`src/rtl/clk_meas_pkg.sv`:
```
// Shared definitions for the clock-measurement blocks: FSM encodings,
// compile-time helpers and the frequency constants used by the divider chain.
package clk_meas_pkg;

    localparam int unsigned M = 1_000_000;
    localparam int unsigned K = 1_000;

    typedef enum logic [1:0] {
        IDLE = 2'd0,
        GATE = 2'd1,
        DONE = 2'd2
    } meas_state_e;

    // Bits needed to hold values 0..v-1; returns 0 for v <= 1.
    function automatic int unsigned clog2(input int unsigned v);
        int unsigned r;
        int unsigned x;
        r = 0;
        x = (v > 0) ? v - 1 : 0;
        while (x > 0) begin
            r = r + 1;
            x = x >> 1;
        end
        return r;
    endfunction

endpackage

```
`src/rtl/sync_edge_det.sv`:
```
// Two-flop synchronizer followed by a rising-edge detector. Reusable for any
// slow asynchronous input (buttons, sensors, clocks under measurement).
module sync_edge_det (
    input  logic clk_i,
    input  logic rst_i,
    input  logic d_i,
    output logic rise_o
);

    logic sync1_q;
    logic sync2_q;
    logic prev_q;

    always_ff @(posedge clk_i or posedge rst_i) begin
        if (rst_i) begin
            sync1_q <= 1'b0;
            sync2_q <= 1'b0;
            prev_q  <= 1'b0;
        end else begin
            sync1_q <= d_i;
            sync2_q <= sync1_q;
            prev_q  <= sync2_q;
        end
    end

    assign rise_o = sync2_q & ~prev_q;

endmodule

```
`src/rtl/clk_freq_meter.sv`:
```
// Counts rising edges of an asynchronous clock over a gate window of
// REF_HZ/GATE_HZ reference cycles and reports the count once per gate.
module clk_freq_meter
    import clk_meas_pkg::*;
#(
    parameter int unsigned REF_HZ  = 50_000_000,
    parameter int unsigned GATE_HZ = 1,
    parameter int unsigned CNT_W   = 27
) (
    input  logic             fpga_clk,
    input  logic             rst,
    input  logic             meas_clk,
    input  logic             start,
    input  logic             cont,
    output logic [CNT_W-1:0] count_out,
    output logic             valid,
    output logic             busy,
    output logic             overflow
);

    localparam int unsigned GATE_CYCLES = REF_HZ / GATE_HZ;
    localparam int unsigned GW          = (clog2(GATE_CYCLES) < 1) ? 1 : clog2(GATE_CYCLES);
    localparam logic [GW-1:0] GATE_LAST = GW'(GATE_CYCLES - 1);

    meas_state_e      state_q,    state_d;
    logic [GW-1:0]    gate_cnt_q, gate_cnt_d;
    logic [CNT_W-1:0] edge_cnt_q, edge_cnt_d;
    logic             ovf_q,      ovf_d;
    logic [CNT_W-1:0] count_q,    count_d;
    logic             overflow_q, overflow_d;
    logic             rise;

    // Runs in every state so edges seen before the gate opens never leak in.
    sync_edge_det u_sync (
        .clk_i  (fpga_clk),
        .rst_i  (rst),
        .d_i    (meas_clk),
        .rise_o (rise)
    );

    always_comb begin
        state_d    = state_q;
        gate_cnt_d = gate_cnt_q;
        edge_cnt_d = edge_cnt_q;
        ovf_d      = ovf_q;
        count_d    = count_q;
        overflow_d = overflow_q;
        case (state_q)
            IDLE: begin
                if (start || cont) begin
                    gate_cnt_d = '0;
                    edge_cnt_d = '0;
                    ovf_d      = 1'b0;
                    state_d    = GATE;
                end
            end
            GATE: begin
                gate_cnt_d = gate_cnt_q + 1'b1;
                if (rise) begin
                    if (&edge_cnt_q) ovf_d = 1'b1;
                    else             edge_cnt_d = edge_cnt_q + 1'b1;
                end
                // Result is latched on entry to DONE so it is stable while valid is high.
                if (gate_cnt_q == GATE_LAST) begin
                    count_d    = edge_cnt_d;
                    overflow_d = ovf_d;
                    state_d    = DONE;
                end
            end
            DONE: begin
                if (cont) begin
                    gate_cnt_d = '0;
                    edge_cnt_d = '0;
                    ovf_d      = 1'b0;
                    state_d    = GATE;
                end else begin
                    state_d = IDLE;
                end
            end
            default: state_d = IDLE;
        endcase
    end

    always_ff @(posedge fpga_clk or posedge rst) begin
        if (rst) begin
            state_q    <= IDLE;
            gate_cnt_q <= '0;
            edge_cnt_q <= '0;
            ovf_q      <= 1'b0;
            count_q    <= '0;
            overflow_q <= 1'b0;
        end else begin
            state_q    <= state_d;
            gate_cnt_q <= gate_cnt_d;
            edge_cnt_q <= edge_cnt_d;
            ovf_q      <= ovf_d;
            count_q    <= count_d;
            overflow_q <= overflow_d;
        end
    end

    assign count_out = count_q;
    assign overflow  = overflow_q;
    assign valid     = (state_q == DONE);
    assign busy      = (state_q == GATE) || (state_q == DONE);

endmodule

```
`config.mk`:
```
export PLATFORM = sky130hd
export DESIGN_NAME = clk_freq_meter
export DESIGN_NICKNAME = d
export VERILOG_FILES = /design/src/rtl/clk_meas_pkg.sv /design/src/rtl/sync_edge_det.sv /design/src/rtl/clk_freq_meter.sv
export SDC_FILE = /design/constraint.sdc
export NUM_CORES = 1
export LEC_CHECK = 0
export CAP_MARGIN = 40
export CORE_ASPECT_RATIO = 1.5
export CORE_MARGIN = 2
export CORE_UTILIZATION = 45
export CTS_BUF_LIST = sky130_fd_sc_hd__clkbuf_16
export CTS_CLUSTER_SIZE = 12
export DETAILED_ROUTE_END_ITERATION = 10
export PLACE_DENSITY = 0.68
export SKIP_LAST_GASP = 1
export SLEW_MARGIN = 20
export SYNTH_ARGS = -nofsm -noshare
export SYNTH_HDL_FRONTEND = slang
export SYNTH_SLANG_ARGS = --single-unit
```
`constraint.sdc`:
```
create_clock -name fpga_clk -period 3.2 [get_ports fpga_clk]
set_input_delay 0.64 -clock fpga_clk [delete_from_list [all_inputs] [get_ports fpga_clk]]
set_output_delay 0.64 -clock fpga_clk [all_outputs]
set_load 0.02 [all_outputs]
```
-- After elaboration in Yosys (flattened, before gate mapping)
Index checks and enable logic that the tools add are counted.
- output and inout port bits: 30
- flip-flop bits (word level): 87
- logic and storage cells: 44
- input bits: 5
- add/subtract/negate cells: 2
- eq/ne operators: 6
- bitwise logic cells: 2
- muxes and demuxes: 17
- reductions and logical operators: 8
- operator list (kind ; number):
    $mux W27 ; 4
    $pmux W27 S3 ; 1
    $pmux W26 S3 ; 1
    $mux W26 ; 2
    $add A27 B1 Y27 const B ; 1
    $reduce_and A27 Y1 ; 1
    $add A26 B1 Y26 const B ; 1
    $eq A26 B26 Y1 const B ; 1
    $ne A2 B2 Y1 const B ; 3
    $pmux W2 S3 ; 1
    $mux W1 ; 5
    $mux W2 ; 2
    $reduce_and A2 Y1 ; 2
    $pmux W1 S3 ; 1
    $reduce_and A3 Y1 ; 1
    $reduce_bool A3 Y1 ; 1
    $eq A2 B1 Y1 const B ; 1
    $eq A2 B2 Y1 const B ; 1
    $logic_not A2 Y1 ; 1
    $logic_or A1 B1 Y1 ; 2
    $and A1 B1 Y1 ; 1
    $not A1 Y1 ; 1

-- Depth between registers and ports, before layout
Gate-level depths: netlist of run 1.
- word-level depth: 4
- gate-level depth with buffers: 9
- mapped depth without buffers: 7

-- Cells and area by module
Synthesis of run 1 repeated with hierarchy kept, for this count alone.
- cell total of the unflattened synthesis: 537
- area, all modules: 4840.9 um^2
- by module, submodules not included (module ; area each (um^2) ; cells each ; instances):
    clk_freq_meter ; 4748.3 ; 532 ; 1
    sync_edge_det ; 92.6 ; 5 ; 1

-- Least setup slack after synthesis of run 1
OpenSTA, ideal clock, no wires.
- path kind: reg2reg
- start point: register state_q[0]
- end point: register gate_cnt_q[19]
- path slack: 0.987 ns
- cell stages (with the launch flop): 9
- data required time: 3.122 ns
- data arrival time: 2.134 ns
- cell sequence: dfrtp_1 > inv_1 > ha_1 > inv_1 > a21oi_1 > or4_4 > buf_6 > or4_1 > a21oi_1
- cells in the longest elaborated chain, start to end: 3
- elaborated cells between the ends (all ways): 8
- classes of those cells: eq/ne: 4; mux: 1; reduce/logical: 3
- RTL lines (element ; line ; RTL):
    start: declaration ; clk_freq_meter.sv:25 ; meas_state_e state_q, state_d;
    start signal: assignment ; clk_freq_meter.sv:93 ; state_q <= state_d;
    $eq A2 B2 Y1 (*) ; - ;
    via valid ; clk_freq_meter.sv:16 ; output logic valid,
    $ne A2 B2 Y1 (no line) / $reduce_bool A3 Y1 (equally long branches) ; - ;
    $reduce_and A3 Y1 (no line) ; - ;
    end signal: assignment ; clk_freq_meter.sv:94 ; gate_cnt_q <= gate_cnt_d;
    end: declaration ; clk_freq_meter.sv:26 ; logic [GW-1:0] gate_cnt_q, gate_cnt_d;
The timed path passes the listed nets; every way through them passes the cells marked *.
A chain may end at the register's enable or synchronous reset.

-- Final worst setup path of run 1
- start point: register edge_cnt_q[8]
- end point: register count_q[25], in the netlist count_out[25]
- cells in the longest elaborated chain, start to end: 3
- elaborated cells between the ends (all ways): 4
- classes of those cells: add/sub: 1; mux: 2; reduce/logical: 1
- RTL lines (element ; line ; RTL):
    start: declaration ; clk_freq_meter.sv:27 ; logic [CNT_W-1:0] edge_cnt_q, edge_cnt_d;
    start signal: assignment ; clk_freq_meter.sv:95 ; edge_cnt_q <= edge_cnt_d;
    $add A27 B1 Y27 / $reduce_and A27 Y1 (equally long branches) ; clk_freq_meter.sv:61, clk_freq_meter.sv:60 ;
    $mux W27 (*) ; clk_freq_meter.sv:60 ; if (&edge_cnt_q) ovf_d = 1'b1;
    $mux W27 (*) ; clk_freq_meter.sv:59 ; if (rise) begin
    end signal: assignment ; clk_freq_meter.sv:97 ; count_q <= count_d;
    end: declaration ; clk_freq_meter.sv:29 ; logic [CNT_W-1:0] count_q, count_d;
Mark *: on every way between the ends. The rest lies on a longest branch, timed or not.

==> out/qor.csv, run 1 <==
metric,value,unit
vias per inst,5.90,
die width,89.7,um
max-slew violations,0,
Antenna Cells,0,
async set-reset flop share out of synthesis,100,%
first-pass GRT wire length,20800,um
GP Congestion,0.890,
"Seq/Total Area, Yosys",43.9,%
CP Data Arrival Time,2.87,ns
clock transition at the registers of the reported paths,0.06,ns
DR DRC count,0,
crit-path max FO,8,
Routed WL,11900,um
Total GRT Usage,21.2,%
Seq cells post-synth,87,
IO Count,35,
unique cell type count in the Yosys netlist,60,
Worst R2R Setup Slack,0.59,ns
critical-path cell list,"nand4_1, or4_1, nor3_1, mux2_2, o21ai_0",
relative slew slack,49.5,%
clk buf depth,2,
hold buffers post-CTS,0,
root buf cell,clkbuf_16,
LEAKAGE,2.25,nW
"Min Clock Period, post-route",2.61,ns
Inserted Clock Buffers,9,
Worst-Skew Late Latency,0.34,ns
Setup Skew,0.00333,ns
Nets,580,
First-pass DRT Iterations,5,
post-DP HPWL,8540,um
number of flops mapped to enable cells by yosys,0,
Setup crit start kind,flip-flop,
max incr delay on CP,0.83,ns
"most common cell after layout, fill and taps aside",dfrtp_1,
syn_area_per_cell,9.04,um2
TritonCTS clock tree,built,
syn nets,560,
post-synthesis cell area,0.00496,mm2
unrepaired setup endpoints after global routing,false,
post-CTS setup buffers,0,
setup TNS,0,ns
cell area after placement,0.00545,mm2
Power Density,471,mW/mm2
"commonest non-fill, non-tap cells in the layout","87 x dfrtp_1, 73 x nand2_1, 50 x o21ai_0",
largest net degree at the start of global routing,60,
critical path class,flip-flop to flip-flop,
fin util,52.7,%
Layout area overhead,15.6,%
vias in the first global route,4218,
endpoint class of the critical path,flip-flop,
height of the die,133,um
Post-Syn Instances,549,
full die area,0.0119,mm2
# resized after CTS,0,
port buffer count,34,
fin area,0.00573,mm2
final hold vios,0,
peak supply drop,0.000302,V
Max Freq,383,MHz
FP Rows,47,
HP Class,flip-flop to flip-flop,
Sink Count,87,
antenna violation net count after detailed routing,0,
CP required,3.46,ns
number of synthesis warnings,0,
antenna violations before repair,0,
share of layout cells above drive strength 1,8.19,%
Iteration-0 DRC Markers,378,
slowest CP cell,or4_1,
final setup violating endpoints,0,
number of H-tree levels,3,
final non-filler cell total,721,
core area,0.0109,mm2
DR WL/cell,16.5,um
status,completed,
gr ovfl total,0,
maxcap violations,0,
# placed instances,705,
Worst Max-Slew Pin Slew,0.758,ns
main flop type after synthesis,dfrtp_1,
Final Cycle Share,81.6,%
routed via count,4254,
Starting Density,45.6,%
-- synthesized netlist by cell type, types with 2 or more instances --
cell       instances  share of area (%)
a211oi_1           5               0.76
buf_4              2               0.30
nand2b_1           2               0.25
nand2_1           73                5.5
or4_1             10                1.5
and3_1             7               0.88
xnor2_1           27                4.8
nand4_1           17                2.1
a221o_1            3               0.61
a21oi_1           22                2.2
nor2_1            24                1.8
or3_1              7               0.88
buf_2              7               0.71
mux2_2             2               0.45
or2_1              2               0.25
ha_1               6                1.5
a31oi_1            5               0.63
o311ai_0           3               0.53
nor4_1            11                1.4
o22a_1             2               0.35
and4_1             4               0.71
clkbuf_1          29                2.2
a2111oi_1          2               0.40
or2_2              2               0.25
a2111oi_0          2               0.35
inv_1             14                1.1
a22o_1             2               0.35
nor4b_1            2               0.35
and2_1             3               0.38
nand3b_1           2               0.30
o21ai_0           50                5.0
a21o_1             8                1.2
mux2i_1           12                2.4
nor3_1            20                2.0
a211oi_2           5                1.3
o211ai_1           3               0.45
buf_1              2               0.15
a2111oi_2          3               0.91
o21a_1             2               0.30
o31ai_1            8                1.2
nand4b_1           5               0.88
nand3_1           28                2.8
dfrtp_1           87                 44
-- sequential cells by signal, indices dropped and copies added (netlist names) --
signal	flops
edge_cnt_q	27
u_sync.prev_q	1
count_out	27
ovf_q	1
overflow	1
state_q	2
gate_cnt_q	26
u_sync.sync2_q	1
u_sync.sync1_q	1
-- final cells by class --
cell class / count / area, um2
Tap cell: 147 / 184
Multi-Input combinational cell: 406 / 2560
Inverter: 14 / 53.8
Sequential cell: 87 / 2180
Clock buffer: 9 / 225
Clock inverter: 7 / 56.3
Fill cell: 1013 / 5140
Timing Repair Buffer: 51 / 480
-- critical path, delay by kind of cell (launching register included) --
family / cells / cell delay, ns
AND/OR/NAND/NOR: 3 / 1.51
flip-flops: 1 / 0.48
multiplexers: 1 / 0.40
AO/OA/AOI/OAI: 1 / 0.14
-- through the flow --
stage | hold slack, ns | power, mW | setup WS (ns)
after global placement | 0.334 | 1.70 | 0.509
after detailed placement | 0.343 | 1.71 | 0.443
after CTS | 0.364 | 2.71 | 0.614
after floorplan | 0.331 | 1.52 | 0.310
final | 0.360 | 2.70 | 0.588
after global routing | 0.373 | 2.83 | 0.400
-- path summary, 6_finish.rpt --
path	start	endpoint	cells past startpoint
setup reg to reg	edge_cnt_q[8]	count_out[25]	5
hold / removal	u_sync.sync1_q	u_sync.sync2_q	0
hold reg to reg	u_sync.sync1_q	u_sync.sync2_q	0
setup / recovery	edge_cnt_q[8]	count_out[25]	5
min in group asynchronous	rst	u_sync.sync1_q	2
max in group asynchronous	rst	count_out[14]	3
-- kinds of logic after synthesis --
kind of cell | after synthesis | synth area share (%)
and+or+nand+nor | 226 | 23.9
AOI/OAI and AO/OA | 132 | 18.1
DFF | 87 | 43.9
buffers and inverters | 56 | 4.74
xor gates and xnor gates | 28 | 4.94
muxes | 14 | 2.88
adders and majority gates | 6 | 1.51
-- power breakdown --
| part | internal (mW) | switching [mW] |
|---|---|---|
| Combinational | 0.167 | 0.358 |
| Sequential | 1.13 | 0.0359 |
| Clock | 0.592 | 0.416 |
-- routing by layer --
layer  GRT usage, %  share of wire, %  up-vias
met2           36.6                51      104
met1           26.2                43     2064
met3           2.90               3.2       30
met4           10.0               3.1        0
met5              0                 0        -
li1               -                 -     2056
No activity file was read; power rests on OpenSTA's default activity.
==> inputs of run 2 (changes only) <==
clock period = 2.45 ns   (was 3.2 ns; I/O delays follow)
==> run 2 against run 1 <==
- sequential share of layout area fell by 1.8 points
- register-to-register slack got worse by 0.43 ns
- global-route usage rose by 0.73 points
- sequential power rose by 31%
- fmax rose by 14%
- clock skew rose by 0.0024 ns
==> out/qor.csv, run 2 (synthesis results as in run 1) <==
metric,value,unit,change
status,completed,,
root buf cell,clkbuf_16,,
DR WL/cell,16.7,um,+1.2%
relative slew slack,42.4,%,-7.1 points
share of layout cells above drive strength 1,12.6,%,+4.4 points
gr ovfl total,0,,unchanged
Total GRT Usage,21.9,%,+0.73 points
"commonest non-fill, non-tap cells in the layout","87 x dfrtp_1, 73 x nand2_1, 50 x o21ai_0",,
worst slack at placement,-0.0720,ns,-0.515 ns
maxcap violations,0,,unchanged
crit-path max FO,9,,+1
worst setup margin,0.156,ns,-0.432 ns
Worst-Skew Late Latency,0.34,ns,about the same
Routed WL,12500,um,+5.1%
clock transition at the registers of the reported paths,0.06,ns,about the same
core area,0.0109,mm2,unchanged
Setup Skew,0.00569,ns,+0.00236 ns
max-slew violations,0,,unchanged
# resized after CTS,0,,unchanged
DR DRC count,0,,unchanged
TritonCTS clock tree,built,,
vias in the first global route,4339,,+2.9%
peak supply drop,0.000363,V,+20%
hold buffers post-CTS,0,,unchanged
Max Freq,436,MHz,+14%
port buffer count,34,,unchanged
Nets,608,,+4.8%
"most common cell after layout, fill and taps aside",dfrtp_1,,
clk buf depth,2,,unchanged
die width,89.7,um,unchanged
GP Congestion,0.883,,-0.78%
Hold EP,u_sync.sync2_q,,
final hold vios,0,,unchanged
Worst Max-Slew Pin Slew,0.842,ns,+0.0844 ns
"Min Clock Period, post-route",2.29,ns,-0.318 ns
vias per inst,5.87,,-0.59%
largest net degree at the start of global routing,46,,-23%
area of the multi-input gates,0.00256,mm2,unchanged
endpoint class of the critical path,flip-flop,,
unrepaired setup endpoints after global routing,false,,
number of H-tree levels,3,,unchanged
First-pass DRT Iterations,5,,unchanged
met1 usage,25.7,%,-0.46 points
first-pass GRT wire length,21100,um,+1.7%
GR Util met2,39.9,%,+3.3 points
antenna violations before repair,0,,unchanged
Worst R2R Setup Slack,0.16,ns,-0.43 ns
Starting Density,45.6,%,unchanged
GR Util met3,3.25,%,+0.34 points
final non-filler cell total,749,,+3.9%
Sink Count,87,,unchanged
critical path class,flip-flop to flip-flop,,
Layout area overhead,21.4,%,
post-CTS setup buffers,0,,unchanged
Antenna Cells,0,,unchanged
Reg2Reg Launch Point,gate_cnt_q[7],,
CP required,2.72,ns,-0.74 ns
Final Cycle Share,93.6,%,+12 points
FP Rows,47,,unchanged
height of the die,133,um,unchanged
antenna violation net count after detailed routing,0,,unchanged
CP Data Arrival Time,2.56,ns,-0.31 ns
Worst R2R Path Depth,5,,unchanged
Setup crit start kind,flip-flop,,
final setup violating endpoints,0,,unchanged
routed via count,4393,,+3.3%
IO Count,35,,unchanged
Power Density,633,mW/mm2,+34%
reg-to-reg critical path endpoint,gate_cnt_q[23],,
LEAKAGE,2.40,nW,+6.7%
post-DP HPWL,8920,um,+4.4%
Reg area,0.00218,mm2,unchanged
HP Class,flip-flop to flip-flop,,
Tot Pwr,3.81,mW,+41%
Iteration-0 DRC Markers,294,,-22%
Inserted Clock Buffers,9,,unchanged
full die area,0.0119,mm2,unchanged
WHS Path Cells,0,,unchanged
Filler Cells Inserted,969,,-4.3%
busiest grt layer,met2,,
hold_sp,u_sync.sync1_q,,
# placed instances,733,,+4.0%
[run 2: cell count changes in the layout (fill, tap and decap cells not counted), sizes merged]
cell,before,now
buf,17,45
clkinv,5,3
clkinvlp,0,2
inv,15,13
bufinv,1,3
[run 2: report_power, final]
part / internal (mW) / leakage [nW] / switching (mW)
combinational: 0.249 / 1.03 / 0.476
clock: 0.989 / 0.163 / 0.574
sequential: 1.48 / 1.20 / 0.0490
[run 2: critical path, cell delays in order (launching register included)]
cell     delay [ns]
dfrtp_1        0.48
nand4_1        0.16
or2_1          0.31
or4_4          0.56
or4_1          0.54
a21oi_1        0.17
[run 2: worst max path at each step]
stage | start | endpoint | slack (ns) | cells past startpoint
2_1_floorplan | state_q[0] | gate_cnt_q[19] | 0.24 | 8
6_report | gate_cnt_q[7] | gate_cnt_q[23] | 0.16 | 5
5_1_grt | edge_cnt_q[16] | count_out[25] | 0.03 | 5
3_5_place_dp | start | gate_cnt_q[23] | -0.07 | 6
4_1_cts | gate_cnt_q[7] | gate_cnt_q[23] | 0.18 | 5
3_3_place_gp | start | gate_cnt_q[23] | 0.007 | 6
[run 2: layout make-up]
class                   count  area share [%]
inverters                  14           0.935
repair buffers             79            11.8
clock buffers               9            3.74
multi-input cells         406            42.5
well taps                 147            3.05
clock inverters             7            1.85
flip-flops and latches     87            36.1
[run 2: layer usage]
layer  part of all wire (%)  up-vias
met5                      0        -
met3                    3.2       31
met1                     41     2157
met2                     53      101
met4                    2.8        0
li1                       -     2104
[run 2: through the flow]
| stage | TNS [ns] | utilization [%] | hold WS, ns | cell area, um2 |
|---|---|---|---|---|
| 3_5_place_dp | -0.112 | 52.3 | 0.339 | 5690 |
| 4_1_cts | 0 | 55.4 | 0.354 | 6020 |
| 2_1_floorplan | 0 | - | 0.331 | 4960 |
| 5_1_grt | 0 | 55.4 | 0.371 | 6020 |
| 3_3_place_gp | 0 | 52.2 | 0.335 | 5680 |
| 6_report | 0 | 55.4 | 0.353 | 6020 |
